--- src/rtl/ir_queue.sv ---
// Instruction prefetch queue: circular buffer with head decode, sticky overflow and flush.
// Latency: a word loaded into an empty queue appears at q one cycle later. Loads are dropped (ovf) when full unless adv frees a slot.
// Optional field decode outputs (opcode/operand) are built when IR_QUEUE_DECODE_EN is defined.
module ir_queue #(
  parameter int WIDTH = 12,
  parameter int DEPTH = 4,
  parameter int OPC_W = 4
) (
  input  logic                     clk,
  input  logic                     rst,
  input  logic                     ld,
  input  logic [WIDTH-1:0]         d,
  input  logic                     adv,
  input  logic                     flush,
  output logic [WIDTH-1:0]         q,
  output logic                     valid,
  output logic                     full,
  output logic [$clog2(DEPTH):0]   count,
  output logic                     ovf
`ifdef IR_QUEUE_DECODE_EN
  ,
  output logic [OPC_W-1:0]         opcode,
  output logic [WIDTH-OPC_W-1:0]   operand
`endif
);

  localparam int PW = $clog2(DEPTH);
  localparam int CW = PW + 1;

  logic [PW-1:0]    wptr;
  logic [PW-1:0]    rptr;
  logic [CW-1:0]    cnt;
  logic             ovf_r;
  logic [WIDTH-1:0] mem [DEPTH];

  logic ld_ok;
  logic adv_ok;

  assign valid  = (cnt != '0);
  assign full   = (cnt == CW'(DEPTH));
  assign count  = cnt;
  assign ovf    = ovf_r;
  assign q      = valid ? mem[rptr] : '0;

  // A full queue can still take a load when the head retires in the same cycle.
  assign ld_ok  = ld && (!full || adv);
  assign adv_ok = adv && valid;

`ifdef IR_QUEUE_DECODE_EN
  assign opcode  = q[WIDTH-1:WIDTH-OPC_W];
  assign operand = q[WIDTH-OPC_W-1:0];
`endif

  always_ff @(posedge clk) begin
    if (rst || flush) begin
      wptr  <= '0;
      rptr  <= '0;
      cnt   <= '0;
      ovf_r <= 1'b0;
    end else begin
      if (ld_ok)
        wptr <= wptr + 1'b1;
      if (adv_ok)
        rptr <= rptr + 1'b1;
      case ({ld_ok, adv_ok})
        2'b10:   cnt <= cnt + 1'b1;
        2'b01:   cnt <= cnt - 1'b1;
        default: cnt <= cnt;
      endcase
      if (ld && !ld_ok)
        ovf_r <= 1'b1;
    end
  end

  // Storage is not reset; stale slots are masked by the count.
  always_ff @(posedge clk) begin
    if (!rst && !flush && ld_ok)
      mem[wptr] <= d;
  end

endmodule

--- config.mk ---
export PLATFORM = sky130hd
export DESIGN_NAME = ir_queue
export DESIGN_NICKNAME = d
export VERILOG_FILES = /design/src/rtl/ir_queue.sv
export SDC_FILE = /design/constraint.sdc
export NUM_CORES = 1
export LEC_CHECK = 0
export CAP_MARGIN = 15
export CORE_UTILIZATION = 35
export CTS_CLUSTER_DIAMETER = 50
export DETAILED_ROUTE_END_ITERATION = 8
export GPL_TIMING_DRIVEN = 0
export SLEW_MARGIN = 5
export SYNTH_ARGS = -nofsm -noshare
export SYNTH_HDL_FRONTEND = slang
export SYNTH_SLANG_ARGS = --single-unit
--- constraint.sdc ---
create_clock -name clk -period 4.53 [get_ports clk]
set_input_delay 1.359 -clock clk [delete_from_list [all_inputs] [get_ports clk]]
set_output_delay 1.359 -clock clk [all_outputs]
set_load 0.03 [all_outputs]
==> results of run 1 <==
==> sequential cells by signal (all words and copies together), names as in the netlist, named ones only <==
register and flops:
ovf 1, count 3, rptr 2, mem 48
wptr 2
==> metal layers <==
metal  wire, µm  up-vias  global-route usage, %
met2       2030       36                   20.5
met4         41        0                   6.11
met5          0        -                      0
met3        211        5                   5.14
li1           -      617                      -
met1       1920      625                   16.1
==> synthesized netlist by cell type <==
cell / instances
nor4b_2: 1
or2_2: 1
nor2_1: 7
dfxtp_1: 10
nor3_2: 1
fa_1: 1
nor3b_1: 1
inv_2: 1
xor2_1: 2
a31oi_1: 1
edfxtp_1: 48
nand2_1: 1
buf_2: 2
o21ai_0: 5
or4b_1: 1
inv_1: 8
mux4_1: 1
nor2b_1: 12
clkbuf_1: 1
a21oi_1: 7
buf_6: 1
and3_1: 4
nand3_1: 2
mux4_2: 11
or3_1: 3
ha_1: 5
==> worst max-delay path, cell delays in order, from the launching register on <==
cell and delay [ns]:
dfxtp_1 0.37, nor3_2 0.53, buf_2 0.38, nor2b_1 0.08, clkdlybuf4s50_1 0.60
==> power groups by stage <==
stage	Clock [mW]	Combinational (mW)	Sequential, mW
6_report	0.371	0.0928	0.588
5_1_grt	0.410	0.100	0.588
4_1_cts	0.386	0.0944	0.588
3_5_place_dp	0	0.0939	0.599
3_3_place_gp	0	0.0916	0.599
2_1_floorplan	0	0.0467	0.601
==> area by class of cell <==
class                   count  area (µm²)
well taps                  77        96.3
plain buffers               4        25.0
clock inverters             5        22.5
fillers                   554        3490
flip-flops and latches     58        1640
multi-input cells          67         648
repair buffers             34         340
clock buffers              10         128
inverters                   9        33.8
==> worst paths after layout <==
path / startpoint / to / cells past startpoint
worst max-delay path: count[2] / q[8] / 4
worst min-delay path: ovf / ovf / 2
worst max register to register: count[2] / count[2] / 9
worst min register to register: ovf / ovf / 2
==> logic make-up (layout without fill, tap and decap cells) <==
kind of cell	after synthesis	in the layout
mux	12	12
buf+inv	13	62
flops	58	58
compound gates	13	13
fa+ha+maj	6	6
simple gates	34	34
xor+xnor	2	2
==> through the flow <==
step | cell area [µm²] | power (mW) | cells | setup slack (ns)
4_1_cts | 2940 | 1.07 | 264 | 0.789
2_1_floorplan | 2350 | 0.647 | 138 | 1.54
3_3_place_gp | 2790 | 0.690 | 249 | 0.908
6_report | 2940 | 1.05 | 264 | 0.895
5_1_grt | 2940 | 1.10 | 264 | 0.686
3_5_place_dp | 2790 | 0.693 | 249 | 0.818
==> results.cfg, run 1 <==
[clock_tree]
cts_setup_buffers = 0
insertion_delay_ns = 0.32
clock-root-buffer = clkbuf_8
h-tree-depth = 3
clk_pin_slew_ns = 0.06
cts_made_buffers = 9
cts_tree = yes
postCtsResizedCells = 0
clock-sinks = 58
hold_buffers = 0
cts.path.max_buffers = 2

[global_routing]
grt_pass1_wl_mm = 6.70
grt_pass1_vias = 1314
grt.overflow.total = 0
antenna_found_initial = 0
grt_max_degree = 13
grt.total_usage_pct = 13.2

[logic_synthesis]
synthTopCellsByArea = edfxtp_1, mux4_2, dfxtp_1, nor2b_1, ha_1
synth_top_area_cell = edfxtp_1
synth_top_area_share_pct = 61.4
synth_area_per_cell_um2 = 17.0
synth_xor_area_share_pct = 0.746
ys_warn_count = 0
synth_simple_gate_area_share_pct = 8.84
synth-seq-area-share_pct = 69.9
synth_cell_types = 26
syn_area_mm2 = 0.00235
synthAdderAreaFrac_pct = 3.52
synth_compound_area_share_pct = 2.82
synth_cells = 138
synth_top_family_by_area = multiplexers
syn_nets = 161
ys_seq_elements = 58
synthMuxAreaShare_pct = 11.7

[layout]
final_common_cell = edfxtp_1
final_cell_mix = edfxtp_1, clkdlybuf4s50_1, nor2b_1
area_growth_pct = 25.0
nets = 206
num_antenna_cells = 0
fin_util_pct = 45.7
layout-drive-gt1-share_pct = 16.0

[routing]
wl_mm = 4.20
via_count = 1283
via_per_inst = 4.86
initialDrtViolationCount = 93
drc = 10
wl_per_cell_um = 15.9
final_antenna_net_count = 0
firstDrtPassIters = 7

[worst_setup_path]
worst-path-max-fanout = 10
cp-start-kind = flip-flop
path_class = reg -> out
reg2reg_slack_ns = 2.11
endpoint_kind = output port
crit_required_ns = 3.17
cp.arrival_ns = 2.28

[pwr]
seqPwrFrac_pct = 55.9
p_comb_share_pct = 8.8
clock_power_share_pct = 35.3
p_leak_nw = 0.961
p_per_area_mw_per_mm2 = 358
p_sw_mw = 0.237
ir_worst_vdd_mv = 0.124
p_sw_share_pct = 22.6
intPower_mw = 0.814

[floorplanning]
die_h_um = 83.9
coreArea_mm2 = 0.00642
std_cell_rows = 29
initial_core_util_pct = 36.6
fp.dieW_um = 83.9
pin_count = 35
die_area_mm2 = 0.00704

[sta]
rsz0062_at_grt = no
post-route-min-period_ns = 3.63
whs_ns = 0.488
slew_viol_final = 0
setup_viol = 0
max_slew_margin_pct = 53.6
fmax_ghz = 0.275
hold_viol_final = 0
finalCritPeriodShare_pct = 80.2
skew_ns = 0.00676
setup_tns_ns = 0
worstMarginPinSlew_ns = 0.695

[outcome]
violations = DRC
outcome = complete, but fails checks

[job]
drv_cap = 0

[placed_design]
numPortBuffers = 34
gp_congestion = 0.727
dp_hpwl_mm = 2.76

[worst_hold_path]
hold_class = reg -> reg
(Power assumes the default switching activity.)
==> run 2: changes to the inputs <==
==> constraint.sdc (replaced) <==
create_clock -name clk -period 3.55 [get_ports clk]
set_input_delay 1.065 -clock clk [delete_from_list [all_inputs] [get_ports clk]]
set_output_delay 1.065 -clock clk [all_outputs]
set_load 0.03 [all_outputs]
==> run 2 against run 1 <==
The flow still finishes with violations (DRC). Clock skew hardly changed. Sequential cell count is the same. Die area unchanged. Clock power up 27%. Worst setup slack worse by 0.64 ns. Non-clock buffer count is the same. Sequential power grew 28%. Core utilization is 0.097 points higher. Combinational power is 28% higher. Wire length hardly changed. Total power increased by 28%. Largest cell class unchanged. Highest routed layer unchanged.
==> results.cfg, run 2 (synthesis gave the netlist of run 1 again) <==
[outcome]
outcome = complete, but fails checks
violations = DRC

[worst_setup_path]
endpoint_kind = output port
crit_required_ns = 2.48
path_class = reg -> out
reg2reg_slack_ns = 1.21
r2r_cells = 9
worst-path-max-fanout = 10
cp-start-kind = flip-flop
cp.arrival_ns = 2.23

[global_routing]
grt_pass1_vias = 1314
grt_max_degree = 13
grt_pass1_wl_mm = 6.70
grt.overflow.total = 0
grt.total_usage_pct = 13.2
antenna_found_initial = 0

[layout]
stdcell_area_mm2 = 0.00294
final_common_cell = edfxtp_1
top_register = mem
final_cell_mix = edfxtp_1, clkdlybuf4s50_1, nor2b_1
layout-drive-gt1-share_pct = 16.0
largest_reg_flops = 48
nFillCells = 552
area_growth_pct = 25.3
nets = 206
final-instance-count-excl-fill = 264
num_antenna_cells = 0

[routing]
via_count = 1286
drc = 10
final_antenna_net_count = 0
wl_per_cell_um = 15.9
firstDrtPassIters = 7
via_per_inst = 4.87
wl_mm = 4.20
initialDrtViolationCount = 94

[sta]
post-route-min-period_ns = 3.29
finalCritPeriodShare_pct = 92.8
max_slew_margin_pct = 53.6
fmax_ghz = 0.304
worstMarginPinSlew_ns = 0.695
setup_tns_ns = 0
whs_ns = 0.488
skew_ns = 0.00675
rsz0062_at_grt = no
hold_viol_final = 0
setup_viol = 0
slew_viol_final = 0
layout_setup_ws_ns = 0.257

[floorplanning]
pin_count = 35
fp.dieW_um = 83.9
initial_core_util_pct = 36.6
die_h_um = 83.9
std_cell_rows = 29
coreArea_mm2 = 0.00642
die_area_mm2 = 0.00704

[clock_tree]
clock-root-buffer = clkbuf_8
cts_made_buffers = 9
postCtsResizedCells = 0
insertion_delay_ns = 0.32
cts_tree = yes
cts_setup_buffers = 0
clk_pin_slew_ns = 0.06
clock-sinks = 58
cts.path.max_buffers = 2
h-tree-depth = 3
hold_buffers = 0

[placed_design]
gp_congestion = 0.727
dp.cells = 249
dp_hpwl_mm = 2.76
place_area_mm2 = 0.00279
pre_cts_ws_ns = 0.132
numPortBuffers = 34

[pwr]
p_leak_nw = 0.964
p_per_area_mw_per_mm2 = 456
ir_worst_vdd_mv = 0.158

[worst_hold_path]
hold_depth = 2
hold_class = reg -> reg

[job]
drv_cap = 0
[run 2: path summary, 6_finish.rpt]
path | to | startpoint
max | q[2] | flip-flop
min | ovf | ovf
min reg2reg | ovf | ovf
max reg2reg | count[2] | count[2]
[run 2: through the flow]
stage	utilization (%)	total power, mW
floorplan	-	0.826
global placement	43.4	0.881
detailed placement	43.4	0.885
CTS	45.7	1.36
global route	45.8	1.40
finish	45.8	1.34
[run 2: where the power goes]
group | internal, mW | leakage (nW) | switching, mW
sequential | 0.745 | 0.515 | 0.00596
clock | 0.240 | 0.0808 | 0.233
combinational | 0.0544 | 0.369 | 0.0643
[run 2: cell type report]
| class | count | area [µm²] | share of cell area, % |
|---|---|---|---|
| timing repair buffer | 34 | 340 | 11.6 |
| sequential | 58 | 1640 | 55.8 |
| inverter | 9 | 33.8 | 1.15 |
| clock buffer | 10 | 128 | 4.34 |
| multi-input combinational | 67 | 654 | 22.2 |
| tap | 77 | 96.3 | 3.28 |
| clock inverter | 5 | 22.5 | 0.766 |
| buffer | 4 | 25.0 | 0.851 |
[run 2: metal layers]
layer / routed length (µm) / GRT usage (%) / up-vias
li1: - / - / 617
met1: 1920 / 16.1 / 628
met2: 2030 / 20.5 / 36
met3: 211 / 5.14 / 5
met4: 41 / 6.11 / 0
met5: 0 / 0 / -
[run 2: worst max-delay path, stage by stage, from the launching register on]
cell and delay (ns):
dfxtp_1 0.41, buf_6 0.22, mux4_2 0.50, nor2b_1 0.15, clkdlybuf4s50_1 0.62
==> run 3: changes to the inputs <==
--- a/config.mk
+++ b/config.mk
@@ -10,6 +10,7 @@
 export CTS_CLUSTER_DIAMETER = 50
 export DETAILED_ROUTE_END_ITERATION = 8
 export GPL_TIMING_DRIVEN = 0
+export RECOVER_POWER = 100
 export SLEW_MARGIN = 5
 export SYNTH_ARGS = -nofsm -noshare
 export SYNTH_HDL_FRONTEND = slang
==> run 3 against run 2 <==
The run still ends with DRC left. Via count fell by 0.23%. Wire length hardly changed. Cell area down 0.21%. Fmax fell by 2.4%. Sequential power barely moved. Sequential share of layout area is 0.12 points higher. Worst setup slack got worse by 0.080 ns. Final cell count unchanged. Non-clock buffer count did not move. Critical path depth is the same. Hold slack worse by 0.0096 ns.
==> results.cfg, run 3 (synthesis gave the netlist of run 1 again) <==
[worst_setup_path]
r2r_cells = 9
crit_slowest_cell = dlygate4sd3_1
cp-start-kind = flip-flop
worst-path-max-fanout = 10
r2r_end = count[2]
crit_family = buffers and inverters
cp.arrival_ns = 2.31
endpoint_kind = output port
reg2reg_slack_ns = 1.04
path_cells = buf_6, mux4_2, nor2b_1, dlygate4sd3_1
max_stage_delay_ns = 0.70
path_buf_inv = 2
r2r-start = count[2]
crit_required_ns = 2.48
path_class = reg -> out

[routing]
wl_mm = 4.20
via_per_inst = 4.86
drc = 10
firstDrtPassIters = 8
wl_per_cell_um = 15.9
via_count = 1283
initialDrtViolationCount = 94
final_antenna_net_count = 0

[layout]
stdcell_area_mm2 = 0.00294
regArea_mm2 = 0.00164
num_antenna_cells = 0
final_cell_mix = edfxtp_1, dlygate4sd3_1, nor2b_1
final_common_cell = edfxtp_1
nets = 206
area_growth_pct = 25.0
multi_input_area_um2 = 648
largest_reg_flops = 48
layout-drive-gt1-share_pct = 15.5
top_register = mem
nFillCells = 553

[floorplanning]
fp.dieW_um = 83.9
die_area_mm2 = 0.00704
die_h_um = 83.9
coreArea_mm2 = 0.00642
pin_count = 35
std_cell_rows = 29
initial_core_util_pct = 36.6

[sta]
post-route-min-period_ns = 3.37
hold_viol_final = 0
setup_viol = 0
max_slew_margin_pct = 54.0
slew_viol_final = 0
worstMarginPinSlew_ns = 0.690
finalCritPeriodShare_pct = 95.0
rsz0062_at_grt = no
skew_ns = 0.00646
fmax_ghz = 0.296
layout_setup_ws_ns = 0.177
setup_tns_ns = 0

[placed_design]
place_area_mm2 = 0.00279
dp_hpwl_mm = 2.76
pre_cts_ws_ns = 0.132
numPortBuffers = 34
gp_congestion = 0.727

[global_routing]
grt_max_degree = 13
grt_pass1_vias = 1314
grt_pass1_wl_mm = 6.70
grt.total_usage_pct = 13.2
antenna_found_initial = 0
grt.overflow.total = 0

[clock_tree]
insertion_delay_ns = 0.32
cts.path.max_buffers = 2
cts_made_buffers = 9
clk_pin_slew_ns = 0.06
clock-root-buffer = clkbuf_8
clock-sinks = 58
hold_buffers = 0
cts_tree = yes
h-tree-depth = 3

[outcome]
violations = DRC
outcome = complete, but fails checks

[worst_hold_path]
hold_class = reg -> reg
min_from = ovf
hold_path_end = ovf
hold_depth = 2

[pwr]
p_per_area_mw_per_mm2 = 455
p_leak_nw = 1.01
ir_worst_vdd_mv = 0.158

[job]
drv_cap = 0
-- run 3: final cells by class --
| class | instances | area share [%] |
|---|---|---|
| multi-input cells | 67 | 22.1 |
| well taps | 77 | 3.28 |
| clock buffers | 10 | 4.35 |
| inverters | 9 | 1.15 |
| flip-flops and latches | 58 | 55.9 |
| repair buffers | 34 | 11.6 |
| plain buffers | 4 | 0.853 |
| clock inverters | 5 | 0.767 |
-- run 3: per-layer routing --
layer	track usage, %	wire [µm]
met5	0	0
met4	6.11	41
met3	5.14	208
met2	20.5	2050
met1	16.1	1900
-- run 3: power breakdown --
group | internal, mW | switching [mW] | total (mW) | leakage [nW]
registers | 0.745 | 0.00567 | 0.751 | 0.515
clock network | 0.240 | 0.232 | 0.472 | 0.0808
logic | 0.0488 | 0.0639 | 0.113 | 0.411
-- run 3: how the worst max path moves through the flow --
stage               end  slack, ns  cells after the start
2_1_floorplan  count[2]       0.85                      9
3_3_place_gp   count[2]       0.22                     10
3_5_place_dp   count[2]       0.13                     10
4_1_cts            q[8]       0.10                      4
5_1_grt            q[6]       0.07                      4
6_report           q[1]       0.18                      4
-- run 3: metrics by stage --
step / power (mW) / hold slack (ns) / std cells / utilization (%)
floorplan: 0.826 / 0.459 / 138 / -
global placement: 0.881 / 0.460 / 249 / 43.4
detailed placement: 0.885 / 0.477 / 249 / 43.4
CTS: 1.36 / 0.491 / 264 / 45.7
global route: 1.40 / 0.491 / 264 / 45.7
finish: 1.34 / 0.479 / 264 / 45.7
-- run 3: tightest hold or removal path, stage by stage (launching register included) --
cell     delay, ns
dfxtp_1       0.33
a31oi_1       0.04
nor2_1        0.07
-- run 3: what timing repair did --
| item | CTS | global route |
|---|---|---|
| setup buffers | 0 | 0 |
| resized for setup | 0 | 1 |
| endpoints found under the setup margin | 0 | 1 |
